File: config.mk
export PLATFORM = sky130hd
export DESIGN_NAME = time_keeper
export DESIGN_NICKNAME = d
export VERILOG_FILES = /design/src/rtl/time_keeper_pkg.sv /design/src/rtl/time_keeper_mod_counter.sv /design/src/rtl/time_keeper.sv
export SDC_FILE = /design/constraint.sdc
export NUM_CORES = 1
export LEC_CHECK = 0
export ABC_AREA = 1
export ABC_CLOCK_PERIOD_IN_PS = 1400
export BUFFER_PORTS_ARGS = -buffer_cell sky130_fd_sc_hd__buf_2
export CAP_MARGIN = 20
export CORE_MARGIN = 2
export CORE_UTILIZATION = 50
export CTS_BUF_LIST = sky130_fd_sc_hd__clkbuf_4 sky130_fd_sc_hd__clkbuf_8
export CTS_CLUSTER_SIZE = 28
export DETAILED_ROUTE_END_ITERATION = 6
export GPL_TIMING_DRIVEN = 0
export PLACE_DENSITY = 0.85
export SYNTH_ARGS = -nofsm -noshare
export SYNTH_HDL_FRONTEND = slang
export SYNTH_SLANG_ARGS = --single-unit
File: constraint.sdc
create_clock -name CLK -period 1.4 [get_ports CLK]
set_input_delay 0.07 -clock CLK [delete_from_list [all_inputs] [get_ports CLK]]
set_output_delay 0.07 -clock CLK [all_outputs]
set_load 0.02 [all_outputs]
File: src/rtl/time_keeper_pkg.sv
// Shared types, field widths and the hour-roll helper for the time-of-day counter.
package time_keeper_pkg;

  localparam int AMPM_W    = 1;
  localparam int HOUR_W    = 4;
  localparam int MINHIGH_W = 3;
  localparam int MINLOW_W  = 4;
  localparam int SEC_W     = 6;

  localparam int HOUR_MAX    = 12;
  localparam int MINHIGH_MAX = 5;
  localparam int MINLOW_MAX  = 9;

  typedef enum logic {
    ST_RUN = 1'b0,
    ST_SET = 1'b1
  } tk_state_t;

  typedef struct packed {
    logic              ampm;
    logic [HOUR_W-1:0] hour;
  } hour_state_t;

  // 12 rolls to 1 without touching AM/PM; 11 rolls to 12 and flips AM/PM.
  function automatic hour_state_t next_hour(input hour_state_t cur);
    hour_state_t nxt;
    nxt = cur;
    if (cur.hour == HOUR_W'(HOUR_MAX)) begin
      nxt.hour = HOUR_W'(1);
    end else if (cur.hour == HOUR_W'(HOUR_MAX - 1)) begin
      nxt.hour = HOUR_W'(HOUR_MAX);
      nxt.ampm = ~cur.ampm;
    end else begin
      nxt.hour = cur.hour + HOUR_W'(1);
    end
    return nxt;
  endfunction

endpackage

File: src/rtl/time_keeper_mod_counter.sv
// Modulo counter MIN..MAX with synchronous clear; WRAP flags the MAX->MIN step.
module time_keeper_mod_counter #(
  parameter int WIDTH = 4,
  parameter int MIN   = 0,
  parameter int MAX   = 9
) (
  input  logic             CLK,
  input  logic             RST_N,
  input  logic             CLR,
  input  logic             INC,
  output logic [WIDTH-1:0] Q,
  output logic             WRAP
);

  // A clear takes priority, so a clear cycle never reports a wrap.
  assign WRAP = INC && !CLR && (Q == WIDTH'(MAX));

  // Count register: clear beats increment, increment wraps at MAX.
  always_ff @(posedge CLK or negedge RST_N) begin
    if (!RST_N) begin
      Q <= WIDTH'(MIN);
    end else if (CLR) begin
      Q <= WIDTH'(MIN);
    end else if (INC) begin
      if (WRAP) begin
        Q <= WIDTH'(MIN);
      end else begin
        Q <= Q + WIDTH'(1);
      end
    end
  end

endmodule

File: src/rtl/time_keeper.sv
// 12-hour time-of-day counter with RUN/SET modes, driven by a 1 Hz strobe.
module time_keeper
  import time_keeper_pkg::*;
#(
  parameter int SECS_PER_MIN = 60
) (
  input  logic                 CLK,
  input  logic                 RST_N,
  input  logic                 SEC_TICK,
  input  logic                 SET_MODE,
  input  logic                 SET_HOUR,
  input  logic                 SET_MIN,
  output logic                 AMPM,
  output logic [HOUR_W-1:0]    HOUR,
  output logic [MINHIGH_W-1:0] MINHIGH,
  output logic [MINLOW_W-1:0]  MINLOW,
  output logic [SEC_W-1:0]     SEC,
  output logic                 MIN_TICK
);

  tk_state_t   state;
  tk_state_t   state_next;

  logic        sec_inc;
  logic        sec_clr;
  logic        sec_wrap;
  logic        set_min_inc;
  logic        set_hour_inc;
  logic        run_active;
  logic        min_inc;
  logic        minlow_wrap;
  logic        minhigh_wrap;
  logic        hour_inc;
  hour_state_t hour_cur;
  hour_state_t hour_nxt;

  // Mode register.
  always_ff @(posedge CLK or negedge RST_N) begin
    if (!RST_N) begin
      state <= ST_RUN;
    end else begin
      state <= state_next;
    end
  end

  // Mode decode: a mode change swallows any tick in the same cycle, and set
  // pulses only count once the SET state has actually been entered.
  always_comb begin
    state_next   = state;
    sec_inc      = 1'b0;
    sec_clr      = 1'b0;
    set_min_inc  = 1'b0;
    set_hour_inc = 1'b0;
    run_active   = 1'b0;
    case (state)
      ST_RUN: begin
        if (SET_MODE) begin
          state_next = ST_SET;
          sec_clr    = 1'b1;
        end else begin
          sec_inc    = SEC_TICK;
          run_active = 1'b1;
        end
      end
      ST_SET: begin
        sec_clr      = 1'b1;
        set_min_inc  = SET_MIN;
        set_hour_inc = SET_HOUR;
        if (!SET_MODE) begin
          state_next = ST_RUN;
        end
      end
      default: begin
        state_next = ST_RUN;
      end
    endcase
  end

  assign min_inc  = sec_wrap | set_min_inc;
  assign hour_inc = (run_active & minhigh_wrap) | set_hour_inc;

  time_keeper_mod_counter #(
    .WIDTH (SEC_W),
    .MIN   (0),
    .MAX   (SECS_PER_MIN - 1)
  ) u_sec (
    .CLK   (CLK),
    .RST_N (RST_N),
    .CLR   (sec_clr),
    .INC   (sec_inc),
    .Q     (SEC),
    .WRAP  (sec_wrap)
  );

  time_keeper_mod_counter #(
    .WIDTH (MINLOW_W),
    .MIN   (0),
    .MAX   (MINLOW_MAX)
  ) u_minlow (
    .CLK   (CLK),
    .RST_N (RST_N),
    .CLR   (1'b0),
    .INC   (min_inc),
    .Q     (MINLOW),
    .WRAP  (minlow_wrap)
  );

  time_keeper_mod_counter #(
    .WIDTH (MINHIGH_W),
    .MIN   (0),
    .MAX   (MINHIGH_MAX)
  ) u_minhigh (
    .CLK   (CLK),
    .RST_N (RST_N),
    .CLR   (1'b0),
    .INC   (minlow_wrap),
    .Q     (MINHIGH),
    .WRAP  (minhigh_wrap)
  );

  assign hour_cur = '{ampm: AMPM, hour: HOUR};
  assign hour_nxt = next_hour(hour_cur);

  // Hour and AM/PM register, reset to 12 AM.
  always_ff @(posedge CLK or negedge RST_N) begin
    if (!RST_N) begin
      AMPM <= 1'b0;
      HOUR <= HOUR_W'(HOUR_MAX);
    end else if (hour_inc) begin
      AMPM <= hour_nxt.ampm;
      HOUR <= hour_nxt.hour;
    end
  end

  // One-cycle strobe whenever the minute fields advance.
  always_ff @(posedge CLK or negedge RST_N) begin
    if (!RST_N) begin
      MIN_TICK <= 1'b0;
    end else begin
      MIN_TICK <= min_inc;
    end
  end

endmodule

==> summary.txt <==
Outcome: complete, but fails checks
Failing checks: negative setup slack
CP Launch Type: register
DR vias/cell: 5.20
Finished Cell Area: 0.00155 mm^2
Skew final: 0.0126 ns
Area of the core: 0.00219 mm^2
Worst Hold Class: in2reg
CTS clk-pin slew, worst paths: 0.13 ns
Min Tclk post-route: 1.43 ns
Pwr dens: 1600 mW/mm^2
Final period utilization: 1.02
Crit path capture type: register
Synth warn: 0
Clock Latency Late Sink: 0.31 ns
H-tree Lvls: 1
Initial antenna violation count: 0
Final WS setup: -0.0321 ns
Worst-Margin Slew: 0.442 ns
Die width: 51.7 um
Top FF cell, synth: dfrtp_1
Post-synthesis mux area share: 0
Via count: 978
Maximum fanout along the worst path: 5
Row count: 17
Post-synth EDFFs: 0
Yosys reg bits: 20
Height of the die: 51.7 um
Most frequent cells in the layout: 24 x buf_2, 15 x dfrtp_1, 15 x nand2_1
Ant diodes: 0
Area Overhead vs Synth: 35.9%
Clk buf depth: 2
Post-Synth Adder-Cell Area: 0.0770
Xor/xnor share of the synthesized area: 0.0539
Syn nets: 130
P_leak: 0.761 nW
M3 GR Usage: 0.0287
Critical path class: reg2reg
DP Area: 0.00132 mm^2
All-Layer GR Usage: 0.210
# port buffers: 24
Post-DP HPWL: 1600 um
Layout cell share with drive strength beyond 1: 0.450
Initial Utilization: 0.519
Final-stage net count: 174
CTS Sinks: 20
Post-Synth Simple-Gate Area: 0.246
Max-slew violation count: 0
Fmax: 698 MHz
Synth Area per Inst: 9.72 um^2
Mapped Area: 0.00114 mm^2
Initial drt markers: 27
Die ar.: 0.00267 mm^2
Grt peak-use layer: met2
Sequential area share after synthesis: 0.442
Finish-stage setup viols: 3
Total design power: 0.00247 W
Library cells used by synthesis: 31
Routed len/inst: 13.9 um
GRT overflow: 0
Final antenna-violating net count: 0
Met1 GRT Util: 0.268
Compound-cell area share of the yosys netlist: 0.102
Post-Syn Instances: 117
CTS tree: built
GR Util met2: 0.374
Critical path arrival: 1.63 ns
DRT Wirelength: 2610 um
RePlAce Congestion: 0.771
RSZ-0062 raised after global routing: true
Synth async-reset ratio: 1.00
Vias in the first global route: 914
DRC viols: 0
Largest net degree at the start of global routing: 21
Fin. Hold Viols: 0
TritonCTS Buffers: 3
CP required: 1.60 ns
Worst rel slew slack: 0.705
Root Buffer: clkbuf_4
Hold WS: 0.105 ns
Main combinational cell family by area after synthesis: simple AND/OR/NAND/NOR gates
IO Pins: 25
First-pass GRT wire length: 4240 um
IR Drop Worst-Case VDD: 0.964 mV
Most common cell after layout, fill and taps aside: buf_2
Max Cap Violations: 0
DRT Pass-1 Iters: 4
per-layer routing:
metal  share of wire  routed length, um
met1            0.42               1100
met2            0.52               1360
met3           0.045                117
met4           0.012                 31
met5               0                  0
per-stage QoR:
step / utilization / TNS (ns) / std cells / setup WS [ns]
floorplan: - / -0.116 / 117 / -0.0552
global placement: 0.604 / -0.104 / 169 / -0.0494
detailed placement: 0.604 / -0.313 / 169 / -0.0832
CTS: 0.676 / -0.00521 / 183 / -0.00521
global route: 0.705 / -1.03 / 188 / -0.134
finish: 0.705 / -0.0715 / 188 / -0.0321
critical path: stages (launching register included):
cell and delay [ns]:
dfrtp_2 0.41, ha_4 0.16, nand3_4 0.07, nor2_4 0.10, nand2_2 0.07, nand2_4 0.11
buf_12 0.13, nand2_8 0.06, inv_8 0.07, nor2_1 0.04, nand2_1 0.05, o21ai_1 0.06
flip-flops by register name (all words and copies together), names as in the netlist:
name / count
u_minlow.Q: 4
state: 1
HOUR: 4
AMPM: 1
u_minhigh.Q: 3
u_sec.Q: 6
MIN_TICK: 1
synthesized netlist by cell type, drive strengths merged (2+ instances only):
cell   instances  share of area
nand2         21           0.11
dfrtp         18           0.40
xnor2          2          0.015
xor2           5          0.039
a21oi          3          0.013
o22ai          3          0.022
nor2           8          0.035
ha             7          0.077
nand4          2          0.017
inv           17          0.061
nor3           2          0.018
nand3         12          0.057
dfstp          2          0.046
o21ai         10          0.047
area by class of cell:
cell class                 instances  area, um^2
buffer                             1        20.0
multi-input combinational         80         599
fill                             149         646
tap                               28        35.0
clock inverter                     1        30.0
inverter                          17        71.3
timing repair buffer              38         260
clock buffer                       3        22.5
sequential                        20         507
kinds of logic (layout without fill, tap and decap cells):
group | count (synthesis) | after routing
compound gates | 18 | 18
xor+xnor | 7 | 7
fa+ha+maj | 7 | 7
buf+inv | 18 | 60
flops | 20 | 20
simple gates | 47 | 48
power breakdown:
group / switching [W] / total [W] / leakage (nW) / internal, W
sequential: 0.000173 / 0.000930 / 0.246 / 0.000758
combinational: 0.000612 / 0.00106 / 0.487 / 0.000448
clock: 0.000192 / 0.000481 / 0.0279 / 0.000290
final timing paths:
path / to / startpoint / slack (ns) / cells after the start
worst max-delay path: u_minlow.Q[1]$_DFFE_PN0P_ / u_sec.Q[0]$_DFFE_PN0P_ / -0.03 / 11
worst min-delay path: HOUR[3]$_DFFE_PN1P_ / SET_HOUR / 0.11 / 4
worst max register to register: u_minlow.Q[1]$_DFFE_PN0P_ / u_sec.Q[0]$_DFFE_PN0P_ / -0.03 / 11
worst min register to register: AMPM$_DFFE_PN0P_ / AMPM$_DFFE_PN0P_ / 0.52 / 2
max in group asynchronous: HOUR[2]$_DFFE_PN1P_ / RST_N / 0.86 / 2
min in group asynchronous: u_sec.Q[2]$_DFFE_PN0P_ / RST_N / 0.21 / 2
what timing repair did:
action                                  in CTS  in global routing
gates cloned                                 1                  1
resized for setup                            3                  3
pin swaps                                    5                  0
setup buffers                                7                  4
hold buffers                                 2                  0
hold endpoints to repair                    19                  0
endpoints found under the setup margin      11                 12
Power figures use the tool's default switching activity.
